## src/rtl/cal_pkg.sv

```systemverilog
// Shared definitions for the calendar counter.
//   state_t    : controller states (RUN accepts loads/ticks, VALIDATE checks a staged load)
//   JAN..DEC   : month encodings (1-based, matching the converter inputs)
//   BASE_DAYS  : days per month for a non-leap year, indexed by month-1
//   is_leap    : Gregorian leap-year test on a 12-bit year
package cal_pkg;

    typedef enum logic {
        RUN      = 1'b0,
        VALIDATE = 1'b1
    } state_t;

    localparam logic [3:0] JAN = 4'd1;
    localparam logic [3:0] FEB = 4'd2;
    localparam logic [3:0] MAR = 4'd3;
    localparam logic [3:0] APR = 4'd4;
    localparam logic [3:0] MAY = 4'd5;
    localparam logic [3:0] JUN = 4'd6;
    localparam logic [3:0] JUL = 4'd7;
    localparam logic [3:0] AUG = 4'd8;
    localparam logic [3:0] SEP = 4'd9;
    localparam logic [3:0] OCT = 4'd10;
    localparam logic [3:0] NOV = 4'd11;
    localparam logic [3:0] DEC = 4'd12;

    localparam logic [4:0] BASE_DAYS [12] = '{
        5'd31, 5'd28, 5'd31, 5'd30, 5'd31, 5'd30,
        5'd31, 5'd31, 5'd30, 5'd31, 5'd30, 5'd31
    };

    // Divisible by 4, and not a century year unless divisible by 400.
    function automatic logic is_leap(input logic [11:0] year);
        logic div100;
        logic div400;
        div100 = ((year % 12'd100) == 12'd0);
        div400 = ((year % 12'd400) == 12'd0);
        return (year[1:0] == 2'b00) && (!div100 || div400);
    endfunction

endpackage

```

## src/rtl/month_length.sv

```systemverilog
// Combinational days-in-month lookup.
//   i_month : month 1-12 (anything else is illegal)
//   i_year  : year, only used for the February leap adjustment
//   o_days  : number of days in the month, 0 for an illegal month
module month_length
    import cal_pkg::*;
(
    input  logic [3:0]  i_month,
    input  logic [11:0] i_year,
    output logic [4:0]  o_days
);

    logic [3:0] w_idx;

    assign w_idx = i_month - 4'd1;

    always_comb begin
        o_days = 5'd0;
        if ((i_month >= JAN) && (i_month <= DEC)) begin
            o_days = BASE_DAYS[w_idx];
            if ((i_month == FEB) && is_leap(i_year)) begin
                o_days = 5'd29;
            end
        end
    end

endmodule

```

## src/rtl/calendar_counter.sv

```systemverilog
// Gregorian date register feeding the day-of-week converter.
// Advances one day per i_day_tick and accepts a checked date load over a
// valid/ready handshake. A load takes two cycles (stage, then validate);
// ticks arriving meanwhile are banked in a saturating 2-bit counter and
// replayed one per cycle once back in RUN.
//   i_clk, i_rst        : clock, synchronous active-high reset
//   i_day_tick          : one-cycle pulse, advance by one day
//   i_load_valid        : load request, o_load_ready high in RUN
//   i_load_date/month/year : requested date
//   o_date/month/year   : current date (5b/4b/12b)
//   o_changed           : pulse, date fields updated
//   o_load_ok/o_load_err: pulse, load applied / rejected
//   o_wrap              : pulse, rolled from 31 Dec MAX_YEAR to 1 Jan MIN_YEAR
module calendar_counter
    import cal_pkg::*;
#(
    parameter int MIN_YEAR  = 1700,
    parameter int MAX_YEAR  = 2399,
    parameter int RST_DATE  = 1,
    parameter int RST_MONTH = 1,
    parameter int RST_YEAR  = 2000
) (
    input  logic        i_clk,
    input  logic        i_rst,
    input  logic        i_day_tick,
    input  logic        i_load_valid,
    output logic        o_load_ready,
    input  logic [4:0]  i_load_date,
    input  logic [3:0]  i_load_month,
    input  logic [11:0] i_load_year,
    output logic [4:0]  o_date,
    output logic [3:0]  o_month,
    output logic [11:0] o_year,
    output logic        o_changed,
    output logic        o_load_ok,
    output logic        o_load_err,
    output logic        o_wrap
);

    localparam logic [11:0] MIN_Y = 12'(MIN_YEAR);
    localparam logic [11:0] MAX_Y = 12'(MAX_YEAR);
    localparam logic [4:0]  RST_D = 5'(RST_DATE);
    localparam logic [3:0]  RST_M = 4'(RST_MONTH);
    localparam logic [11:0] RST_Y = 12'(RST_YEAR);

    state_t      r_state;
    logic        r_load_ready;
    logic [4:0]  r_date;
    logic [3:0]  r_month;
    logic [11:0] r_year;
    logic [4:0]  r_stg_date;
    logic [3:0]  r_stg_month;
    logic [11:0] r_stg_year;
    logic [1:0]  r_pending;
    logic        r_changed;
    logic        r_load_ok;
    logic        r_load_err;
    logic        r_wrap;

    logic [4:0]  w_cur_days;
    logic [4:0]  w_stg_days;
    logic [4:0]  w_nxt_date;
    logic [3:0]  w_nxt_month;
    logic [11:0] w_nxt_year;
    logic        w_nxt_wrap;
    logic        w_stg_ok;
    logic [1:0]  w_pend_inc;
    logic        w_have_pend;

    month_length u_len_cur (
        .i_month (r_month),
        .i_year  (r_year),
        .o_days  (w_cur_days)
    );

    month_length u_len_stg (
        .i_month (r_stg_month),
        .i_year  (r_stg_year),
        .o_days  (w_stg_days)
    );

    // Next-day computation from the current registers.
    always_comb begin
        w_nxt_date  = r_date + 5'd1;
        w_nxt_month = r_month;
        w_nxt_year  = r_year;
        w_nxt_wrap  = 1'b0;
        if (r_date >= w_cur_days) begin
            w_nxt_date = 5'd1;
            if (r_month >= DEC) begin
                w_nxt_month = JAN;
                if (r_year >= MAX_Y) begin
                    w_nxt_year = MIN_Y;
                    w_nxt_wrap = 1'b1;
                end else begin
                    w_nxt_year = r_year + 12'd1;
                end
            end else begin
                w_nxt_month = r_month + 4'd1;
            end
        end
    end

    // An illegal month yields w_stg_days == 0, which also fails the date test.
    assign w_stg_ok = (w_stg_days != 5'd0) &&
                      (r_stg_date != 5'd0) &&
                      (r_stg_date <= w_stg_days) &&
                      (r_stg_year >= MIN_Y) &&
                      (r_stg_year <= MAX_Y);

    assign w_pend_inc  = (r_pending == 2'd3) ? 2'd3 : (r_pending + 2'd1);
    assign w_have_pend = (r_pending != 2'd0);

    always_ff @(posedge i_clk) begin
        if (i_rst) begin
            r_state      <= RUN;
            r_load_ready <= 1'b1;
            r_date       <= RST_D;
            r_month      <= RST_M;
            r_year       <= RST_Y;
            r_stg_date   <= 5'd0;
            r_stg_month  <= 4'd0;
            r_stg_year   <= 12'd0;
            r_pending    <= 2'd0;
            r_changed    <= 1'b0;
            r_load_ok    <= 1'b0;
            r_load_err   <= 1'b0;
            r_wrap       <= 1'b0;
        end else begin
            r_changed  <= 1'b0;
            r_load_ok  <= 1'b0;
            r_load_err <= 1'b0;
            r_wrap     <= 1'b0;
            case (r_state)
                RUN: begin
                    if (i_load_valid) begin
                        // Load wins the cycle: no day is applied, a tick is banked.
                        r_stg_date   <= i_load_date;
                        r_stg_month  <= i_load_month;
                        r_stg_year   <= i_load_year;
                        r_state      <= VALIDATE;
                        r_load_ready <= 1'b0;
                        if (i_day_tick) begin
                            r_pending <= w_pend_inc;
                        end
                    end else if (w_have_pend || i_day_tick) begin
                        r_date    <= w_nxt_date;
                        r_month   <= w_nxt_month;
                        r_year    <= w_nxt_year;
                        r_changed <= 1'b1;
                        r_wrap    <= w_nxt_wrap;
                        // Pending consumed first; a fresh tick replaces it (net 0).
                        if (w_have_pend && !i_day_tick) begin
                            r_pending <= r_pending - 2'd1;
                        end
                    end
                end
                VALIDATE: begin
                    r_state      <= RUN;
                    r_load_ready <= 1'b1;
                    if (i_day_tick) begin
                        r_pending <= w_pend_inc;
                    end
                    if (w_stg_ok) begin
                        r_date    <= r_stg_date;
                        r_month   <= r_stg_month;
                        r_year    <= r_stg_year;
                        r_load_ok <= 1'b1;
                        r_changed <= 1'b1;
                    end else begin
                        r_load_err <= 1'b1;
                    end
                end
                default: begin
                    r_state      <= RUN;
                    r_load_ready <= 1'b1;
                end
            endcase
        end
    end

    assign o_load_ready = r_load_ready;
    assign o_date       = r_date;
    assign o_month      = r_month;
    assign o_year       = r_year;
    assign o_changed    = r_changed;
    assign o_load_ok    = r_load_ok;
    assign o_load_err   = r_load_err;
    assign o_wrap       = r_wrap;

endmodule
```

## config.mk

```make
export PLATFORM = sky130hd
export DESIGN_NAME = calendar_counter
export DESIGN_NICKNAME = d
export VERILOG_FILES = /design/src/rtl/cal_pkg.sv /design/src/rtl/month_length.sv /design/src/rtl/calendar_counter.sv
export SDC_FILE = /design/constraint.sdc
export NUM_CORES = 1
export LEC_CHECK = 0
export ABC_AREA = 1
export CAP_MARGIN = 20
export CORE_MARGIN = 1
export CORE_UTILIZATION = 62
export DETAILED_ROUTE_END_ITERATION = 8
export PLACE_DENSITY_LB_ADDON = 0.08
export SLEW_MARGIN = 15
export SYNTH_ARGS = -nofsm -noshare
export SYNTH_HDL_FRONTEND = slang
export SYNTH_SLANG_ARGS = --single-unit
```

## constraint.sdc

```tcl
create_clock -name i_clk -period 7.95 [get_ports i_clk]
set_input_delay 1.59 -clock i_clk [delete_from_list [all_inputs] [get_ports i_clk]]
set_output_delay 1.59 -clock i_clk [all_outputs]
set_load 0.01 [all_outputs]
```

==> results.yml, run 1 <==
outcome:
  outcome: "completed"
final_layout:
  stdcell_count: 826
  drive_gt1_share_pct: 12.7
  num_antenna_cells: 0
  final_nets: 775
  utilization_pct: 74.1
  fillerInstances: 582
  syn2layout_area_growth_pct: 14.2
detailed_routing:
  routedWlPerCell_um: 13.3
  drc_errors: 0
  drt_iter0_drc: 299
  postRouteAntennaNets: 0
  via_count: 4677
  drt-total-wl_um: 11000
  first_pass_iters: 5
  post_drt_via_cell_ratio: 5.66
sta:
  hold_viol_final: 0
  layout_min_cycle_time_ns: 6.08
  max_freq_ghz: 0.165
  slew_viol_final: 0
  fin_crit_sh_pct: 76.4
  setup_viol_count_final: 0
  tightest_slew_ns: 1.03
  relSlewSlack_pct: 31.0
  rsz0062_at_grt: "false"
  setup_slack_ns: 1.87
  skew_ns: 0.00924
  fin_setup_tns_ns: 0
synth:
  synth_area_sq_mm: 0.00446
  synth-xor-area-share_pct: 2.95
  synthDistinctLibCells: 48
  synth_compound_area_share_pct: 20.1
  yosys-top-cells-area: "dfxtp_1, nand2_1, inv_1"
  synthesis.nets: 735
  netlist.area_leader.share_pct: 22.5
  yosys.area_share.adder_pct: 5.62
  yosysWarnings: 0
  ys.flop_type: "dfxtp_1"
  synthMuxAreaShare_pct: 0
  netlist_instances: 690
  yosys.area.top_type: "dfxtp_1"
  synth_top_family_by_area: "simple AND/OR/NAND/NOR gates"
  seq_area_frac_synth_pct: 22.5
  synthArstFlopShare_pct: 0
  synth_area_per_cell_sq_um: 6.46
  synth-simple-area-share_pct: 38.6
  ys_ff_latch: 50
  synth_edf_count: 0
setup_path:
  worstPathRequired_ns: 8.12
  critPathArrivalTime_ns: 6.24
  slowest_delay_ns: 0.63
  worstSetupPathType: "flop to flop"
  cp_slowest_cell: "nor2_1"
  start_kind: "flop"
  worstSetupEndpointType: "flop"
  critPathMostFrequentCell: "nand2_1"
  crit_fanout: 13
global_route:
  overflow: 0
  grt_pass1_vias: 4192
  grt_pass1_wl_um: 18200
  grt_max_degree: 37
  antenna_found_initial: 0
  grt_use_total_pct: 29.9
pwr:
  p_leak_nw: 2.42
  comb_power_share_pct: 44.3
  switching_power_mw: 0.324
  irDropWorstVdd_uv: 116
  intPower_mw: 0.458
  power_density_mw_per_mm2: 154
  swShare_pct: 41.5
  p_seq_share_pct: 37.0
  pwr-share-clk_pct: 18.8
floorplanning:
  initial_core_util_pct: 64.9
  core.rowCount: 30
  chipHeight_um: 86.8
  core_sq_mm: 0.00687
  ios: 51
  die_x_um: 86.8
  dieArea_sq_mm: 0.00753
clock_network:
  cts_setup_buffers: 0
  cts_buffers: 5
  htree_levels: 2
  cts_tree: "done"
  ctsHoldBuffers: 0
  clock_sinks: 50
  clkLatencyLatePin_ns: 0.31
  post_cts_resized: 0
  clkTransAtPathRegs_ns: 0.10
  cts-root-buf: "clkbuf_8"
  clockBufferDepth: 2
place:
  port_buffers: 50
  pre_cts_ws_ns: 1.95
  place_congestion: 0.915
  dp_hpwl_um: 8690
  place_inst: 819
job:
  drv_cap: 0
worst_hold_path:
  hp-class: "flop to flop"
synthesized netlist by cell type (2+ instances only):
cell type / number
nand2_1: 135
inv_1: 83
nor2_1: 56
o21ai_0: 52
nand3_1: 51
dfxtp_1: 50
a21oi_1: 43
nand2_2: 32
ha_1: 20
inv_2: 16
clkbuf_1: 15
nand4_1: 15
xor2_1: 12
o211ai_1: 10
nand2_4: 8
nor3_1: 8
nor2_4: 7
o21ai_1: 7
a211oi_1: 6
o22ai_1: 6
a221oi_1: 5
a22oi_1: 5
nand4_2: 5
nand3b_1: 4
a21oi_2: 3
nor4_1: 3
o221ai_1: 3
xnor2_1: 3
a31oi_1: 2
buf_4: 2
nand3_2: 2
nand4_4: 2
nor2_2: 2
o211ai_2: 2
o21a_1: 2
critical path: cells and delay by family, from the launching register on:
| kind | cells | cell delay (ns) |
|---|---|---|
| DFF | 1 | 0.50 |
| AOI/OAI and AO/OA | 8 | 1.15 |
| adders and majority gates | 1 | 0.17 |
| and+or+nand+nor | 27 | 3.51 |
| buffers and inverters | 3 | 0.59 |
power groups by stage:
stage / Combinational [mW] / Clock, mW / Sequential [mW]
after floorplan: 0.269 / 0 / 0.288
after global placement: 0.332 / 0 / 0.293
after detailed placement: 0.343 / 0 / 0.294
after CTS: 0.345 / 0.147 / 0.288
after global routing: 0.391 / 0.158 / 0.291
final: 0.346 / 0.147 / 0.289
metrics by stage:
stage / power [mW] / area [sq um] / hold slack (ns)
6_report: 0.782 / 5090 / 0.467
5_1_grt: 0.840 / 5090 / 0.482
4_1_cts: 0.780 / 5090 / 0.470
3_5_place_dp: 0.637 / 5000 / 0.448
3_3_place_gp: 0.625 / 5000 / 0.449
2_1_floorplan: 0.558 / 4460 / 0.441
path summary, 6_finish.rpt:
path / depth (start not counted) / to / slack (ns) / from
worst max-delay path: 39 / o_year[1] / 1.87 / r_stg_year[10]
worst min-delay path: 2 / o_load_ready / 0.47 / o_load_ready
worst max register to register: 39 / o_year[1] / 1.87 / r_stg_year[10]
worst min register to register: 2 / o_load_ready / 0.47 / o_load_ready
sequential cells by signal, indices dropped and copies added (netlist names):
signal and flops:
r_stg_year 12, o_date 5, r_stg_date 5, o_load_ready 1, r_pending 2, r_state 1
o_load_ok 1, r_stg_month 4, o_month 4, o_changed 1, o_load_err 1, o_wrap 1
o_year 12
layout make-up:
type                            count  area [sq um]  share of cell area (%)
Clock buffer                        5          68.8                    1.35
Clock inverter                      2          15.0                   0.295
Inverter                          102           387                    7.60
Multi-Input combinational cell    521          3000                    58.9
Sequential cell                    50          1000                    19.7
Tap cell                           96           120                    2.36
Timing Repair Buffer               50           500                    9.84
cells in the final DEF, fill, tap and decap left out, types with 4 or more instances in the layout:
cell,n
inv_2,16
nand3b_1,4
nand4_1,15
o21ai_0,52
nand4_2,5
o22ai_1,6
ha_1,20
nand2_4,8
nor3_1,8
dfxtp_1,50
clkbuf_8,5
nand2_1,135
nor2_4,7
nand3_1,51
clkdlybuf4s50_1,50
o211ai_1,10
o21ai_1,7
xor2_1,12
a22oi_1,5
nor2_1,56
a21oi_1,43
a221oi_1,5
inv_1,83
a211oi_1,6
nand2_2,32
metal layers:
layer	GRT usage [%]	share of wire [%]	routed length, um
met1	37.0	44	4850
met2	53.5	49	5390
met3	3.33	5.0	554
met4	10.9	1.9	204
met5	0	0	0
cell families (layout without fill, tap and decap cells):
group,count (synthesis),after routing
AOI/OAI and AO/OA,150,150
DFF,50,50
buffers and inverters,119,159
xor gates and xnor gates,15,15
and+or+nand+nor,336,336
adders and majority gates,20,20
Note: power is estimated with default switching activity, not from simulation.
==> run 2, diff against run 1 <==
--- a/config.mk
+++ b/config.mk
@@ -8,7 +8,7 @@
 export ABC_AREA = 1
 export CAP_MARGIN = 20
 export CORE_MARGIN = 1
-export CORE_UTILIZATION = 62
+export CORE_UTILIZATION = 52
 export DETAILED_ROUTE_END_ITERATION = 8
 export PLACE_DENSITY_LB_ADDON = 0.08
 export SLEW_MARGIN = 15
==> constraint.sdc (replaced) <==
create_clock -name i_clk -period 5.2 [get_ports i_clk]
set_input_delay 1.04 -clock i_clk [delete_from_list [all_inputs] [get_ports i_clk]]
set_output_delay 1.04 -clock i_clk [all_outputs]
set_load 0.01 [all_outputs]
==> run 2 against run 1 <==
  * Global-route usage fell by 4.2 points
  * Clock skew fell by 0.0054 ns
  * Die area rose by 19%
  * Non-clock buffer count rose by 17
  * Register-to-register slack got worse by 1.5 ns
  * First-iteration DRC count fell by 20%
  * Count of clock-buffer cells in the layout rose by 1
  * Critical path depth rose by 5
  * Critical endpoint is now o_year[10]
  * Largest power group unchanged
  * Highest routed layer unchanged
==> results.yml, run 2 (synthesis results as in run 1) <==
outcome:
  outcome: "completed"
detailed_routing:
  met2WireLength_um: 5490
  via_count: 4741
  drt-total-wl_um: 11400
  postRouteAntennaNets: 0
  routedWlPerCell_um: 13.4
  met1_length_um: 5250
  drc_errors: 0
  first_pass_iters: 5
  top_layer: "met4"
  drt_iter0_drc: 238
  wl_met3_um: 530
  post_drt_via_cell_ratio: 5.56
clock_network:
  cts-root-buf: "clkbuf_8"
  clkLatencyLatePin_ns: 0.30
  clockBufferDepth: 2
  ctsHoldBuffers: 0
  htree_levels: 2
  clkTransAtPathRegs_ns: 0.09
  clock_sinks: 50
  cts_buffers: 5
  cts_tree: "done"
global_route:
  grt_use_total_pct: 25.7
  overflow: 0
  grt_max_degree: 37
  grt_pass1_vias: 4199
  grt_pass1_wl_um: 18500
  antenna_found_initial: 0
place:
  placed_cell_area_sq_mm: 0.00508
  port_buffers: 50
  place_congestion: 0.863
  place_inst: 837
  dp_hpwl_um: 8710
  pre_cts_ws_ns: 0.103
pwr:
  pwr-share-clk_pct: 21.6
  swShare_pct: 40.2
  p_seq_share_pct: 34.4
  intPower_mw: 0.764
  comb_power_share_pct: 44.1
  irDropWorstVdd_uv: 121
  switching_power_mw: 0.513
  p_total_mw: 1.28
  power_density_mw_per_mm2: 237
  p_leak_nw: 2.53
setup_path:
  worstPathRequired_ns: 5.39
  start_kind: "flop"
  crit_fanout: 7
  cp_slowest_cell: "dfxtp_1"
  worstSetupPathType: "flop to flop"
  worstSetupEndpointType: "flop"
  slowest_delay_ns: 0.44
  critPathMostFrequentCell: "nand2_2"
  critPathArrivalTime_ns: 5.01
sta:
  max_freq_ghz: 0.207
  fin_setup_tns_ns: 0
  slew_viol_final: 0
  skew_ns: 0.00379
  tightest_slew_ns: 1.02
  fin_crit_sh_pct: 92.8
  finalHoldWorstSlack_ns: 0.472
  layout_min_cycle_time_ns: 4.83
  hold_viol_final: 0
  setup_slack_ns: 0.374
  setup_viol_count_final: 0
  relSlewSlack_pct: 32.2
floorplanning:
  die_x_um: 94.6
  ios: 51
  dieArea_sq_mm: 0.00894
  core.rowCount: 33
  initial_core_util_pct: 54.0
  chipHeight_um: 94.6
  core_sq_mm: 0.00826
job:
  drv_cap: 0
final_layout:
  syn2layout_area_growth_pct: 20.8
  final_nets: 792
  stdcell_count: 853
  fin_area_sq_mm: 0.00538
  drive_gt1_share_pct: 18.0
  num_antenna_cells: 0
  layout_commonest_cell: "nand2_1"
  utilization_pct: 65.2
  final_cell_mix: "nand2_1, inv_1, nor2_1"
worst_hold_path:
  hp-class: "flop to flop"
-- run 2: path summary, 6_finish.rpt --
kind	startpoint	end	slack (ns)	depth (start not counted)
setup / recovery	r_stg_year[8]	o_year[10]	0.37	44
hold / removal	r_pending[1]	r_pending[1]	0.47	2
setup reg to reg	r_stg_year[8]	o_year[10]	0.37	44
hold reg to reg	r_pending[1]	r_pending[1]	0.47	2
-- run 2: area by class of cell --
cell class / instances / area (sq um)
Multi-Input combinational cell: 521 / 3100
Clock buffer: 6 / 72.6
Inverter: 102 / 393
Timing Repair Buffer: 67 / 632
Sequential cell: 50 / 1020
Clock inverter: 2 / 37.5
Fill cell: 744 / 2880
Tap cell: 105 / 131
-- run 2: what timing repair did --
action	CTS	global route
resized for setup	0	42
setup buffers	0	8
endpoints found under the setup margin	0	21
-- run 2: power groups by stage --
stage / Sequential [mW] / Clock, mW / Combinational (mW)
2_1_floorplan: 0.441 / 0 / 0.412
3_3_place_gp: 0.447 / 0 / 0.519
3_5_place_dp: 0.448 / 0 / 0.535
4_1_cts: 0.439 / 0.280 / 0.538
5_1_grt: 0.442 / 0.294 / 0.630
6_report: 0.439 / 0.276 / 0.563
-- run 2: layer usage --
metal  vias to the layer above  global-route usage (%)
li1                       2428                       -
met1                      2169                    33.8
met2                       130                    44.3
met3                        14                    3.46
met4                         0                    6.19
met5                         -                       0
-- run 2: critical path, delay by kind of cell (launching register included) --
| family | cells | cell delay [ns] |
|---|---|---|
| compound gates | 8 | 1.00 |
| fa+ha+maj | 1 | 0.17 |
| buf+inv | 2 | 0.24 |
| flops | 1 | 0.44 |
| simple gates | 33 | 2.85 |
==> run 3, diff against run 2 <==
--- a/config.mk
+++ b/config.mk
@@ -8,9 +8,10 @@
 export ABC_AREA = 1
 export CAP_MARGIN = 20
 export CORE_MARGIN = 1
-export CORE_UTILIZATION = 52
+export CORE_UTILIZATION = 58
 export DETAILED_ROUTE_END_ITERATION = 8
 export PLACE_DENSITY_LB_ADDON = 0.08
+export SKIP_LAST_GASP = 1
 export SLEW_MARGIN = 15
 export SYNTH_ARGS = -nofsm -noshare
 export SYNTH_HDL_FRONTEND = slang
==> constraint.sdc (replaced) <==
create_clock -name i_clk -period 4.7 [get_ports i_clk]
set_input_delay 0.94 -clock i_clk [delete_from_list [all_inputs] [get_ports i_clk]]
set_output_delay 0.94 -clock i_clk [all_outputs]
set_load 0.01 [all_outputs]
==> run 3 against run 2 <==
  * The flow now finishes with violations (DRC, setup timing)
  * Sequential share of layout area shrank 2.4 points
  * Critical path depth decreased by 4
  * Clock power grew 13%
  * Clock skew up 0.0059 ns
  * Sequential power grew 11%
  * Die area decreased by 10%
==> results.yml, run 3 (synthesis results as in run 1) <==
global_route:
  antenna_found_initial: 0
  grt_pass1_wl_um: 19800
  overflow: 0
  grt_max_degree: 37
  grt_pass1_vias: 4691
  grt_use_total_pct: 31.0
clock_network:
  clkLatencyLatePin_ns: 0.31
  cts_buffers: 5
  clockBufferDepth: 2
  htree_levels: 2
  ctsHoldBuffers: 0
  cts_tree: "done"
  clkTransAtPathRegs_ns: 0.10
  cts-root-buf: "clkbuf_8"
  clock_sinks: 50
detailed_routing:
  via_count: 5336
  drt_iter0_drc: 367
  drt-total-wl_um: 14400
  post_drt_via_cell_ratio: 6.00
  first_pass_iters: 9
  drc_errors: 1
  routedWlPerCell_um: 16.2
  postRouteAntennaNets: 0
place:
  placed_cell_area_sq_mm: 0.00528
  port_buffers: 50
  place_congestion: 0.854
  pre_cts_ws_ns: -0.345
  dp_hpwl_um: 8890
worst_hold_path:
  hold_path_end: "o_load_ready"
  holdPathStages: 2
  worstHoldStart: "o_load_ready"
  hp-class: "flop to flop"
setup_path:
  worstPathRequired_ns: 4.89
  start_kind: "flop"
  critPathArrivalTime_ns: 5.15
  reg2reg_depth: 40
  crit_fanout: 7
  critical_path.top_delay_family: "simple AND/OR/NAND/NOR gates"
  slowest_delay_ns: 0.35
  worstSetupPathType: "flop to flop"
  r2r-start: "r_stg_year[7]"
  critPathMostFrequentCell: "nand2_4"
  r2r-end: "o_year[7]"
  worstSetupEndpointType: "flop"
  critPathBufInv: 5
  r2r_slack_ns: -0.26
  cp_slowest_cell: "dfxtp_2"
final_layout:
  drive_gt1_share_pct: 31.4
  fin_area_sq_mm: 0.00620
  layout_commonest_cell: "nand2_1"
  final_cell_mix: "nand2_1, inv_1, nor2_1"
  num_antenna_cells: 0
  syn2layout_area_growth_pct: 39.1
  final_nets: 835
  fillerInstances: 431
job:
  drv_cap: 0
sta:
  relSlewSlack_pct: 29.6
  hold_viol_final: 0
  tightest_slew_ns: 1.06
  layout_min_cycle_time_ns: 4.96
  setup_slack_ns: -0.258
  slew_viol_final: 0
  setup_viol_count_final: 16
  fin_setup_tns_ns: -2.72
  skew_ns: 0.00966
  fin_crit_sh_pct: 105
  finalHoldWorstSlack_ns: 0.480
  max_freq_ghz: 0.202
  rsz0062_at_grt: "true"
floorplanning:
  core_sq_mm: 0.00733
  die_x_um: 89.6
  core.rowCount: 31
  ios: 51
  chipHeight_um: 89.6
  initial_core_util_pct: 60.8
  dieArea_sq_mm: 0.00804
outcome:
  violations: "DRC, setup timing"
  outcome: "finished, violations left"
pwr:
  pwr-share-clk_pct: 19.3
  swShare_pct: 42.9
  power_density_mw_per_mm2: 260
  switching_power_mw: 0.690
  p_leak_nw: 2.86
  irDropWorstVdd_uv: 200
  p_seq_share_pct: 30.2
  comb_power_share_pct: 50.5
  intPower_mw: 0.920
run 3: cell count changes in the layout (fill, tap and decap cells not counted), sizes merged:
cell and change:
buf +43, clkinv +2, clkbuf -1, clkinvlp -1, inv -1
run 3: worst max path at each step:
stage / start / to / slack, ns / cells after the start
floorplan: o_year[8] / o_year[3] / 0.05 / 43
global placement: r_stg_year[9] / o_year[7] / -0.18 / 40
detailed placement: r_stg_year[9] / o_year[7] / -0.34 / 40
CTS: r_stg_year[8] / o_year[7] / -0.01 / 43
global route: r_stg_year[7] / o_year[7] / -0.51 / 41
finish: r_stg_year[7] / o_year[7] / -0.26 / 40
run 3: worst register-to-register path, delay by kind of cell, from the launching register on:
family,cells,cell delay (ns)
AOI/OAI and AO/OA,6,0.79
DFF,1,0.35
buffers and inverters,5,0.44
adders and majority gates,1,0.32
and+or+nand+nor,28,2.91
run 3: per-stage QoR:
step                cells  util [%]  power, mW
floorplan             690         -      0.943
detailed placement    856      72.0       1.09
CTS                   874      76.5       1.44
global route          889      84.6       1.69
finish                889      84.6       1.61
global placement      856      72.0       1.07
run 3: per-layer routing:
layer,wire [um],GRT usage (%),vias up
li1,-,-,2515
met1,5720,35.5,2513
met2,7300,57.7,247
met3,846,4.94,61
met4,495,11.7,0
met5,0,0,-
run 3: power groups by stage:
stage               Sequential, mW  Combinational, mW  Clock (mW)
floorplan                    0.488              0.456           0
global placement             0.492              0.581           0
detailed placement           0.492              0.601           0
CTS                          0.483              0.649       0.308
global route                 0.489              0.872       0.329
finish                       0.486              0.813       0.311
run 3: timing repair:
action	CTS	global route
endpoints found under the setup margin	16	23
setup buffers	11	16
resized for setup	45	124
pin swaps	14	55
run 3: cell type report:
cell class	instances	area, sq um	share of cell area (%)
Clock buffer	5	68.8	1.11
Sequential cell	50	1030	16.5
Clock inverter	2	38.8	0.626
Timing Repair Buffer	110	993	16.0
Multi-Input combinational cell	521	3550	57.2
Inverter	102	403	6.50
Tap cell	99	124	2.00
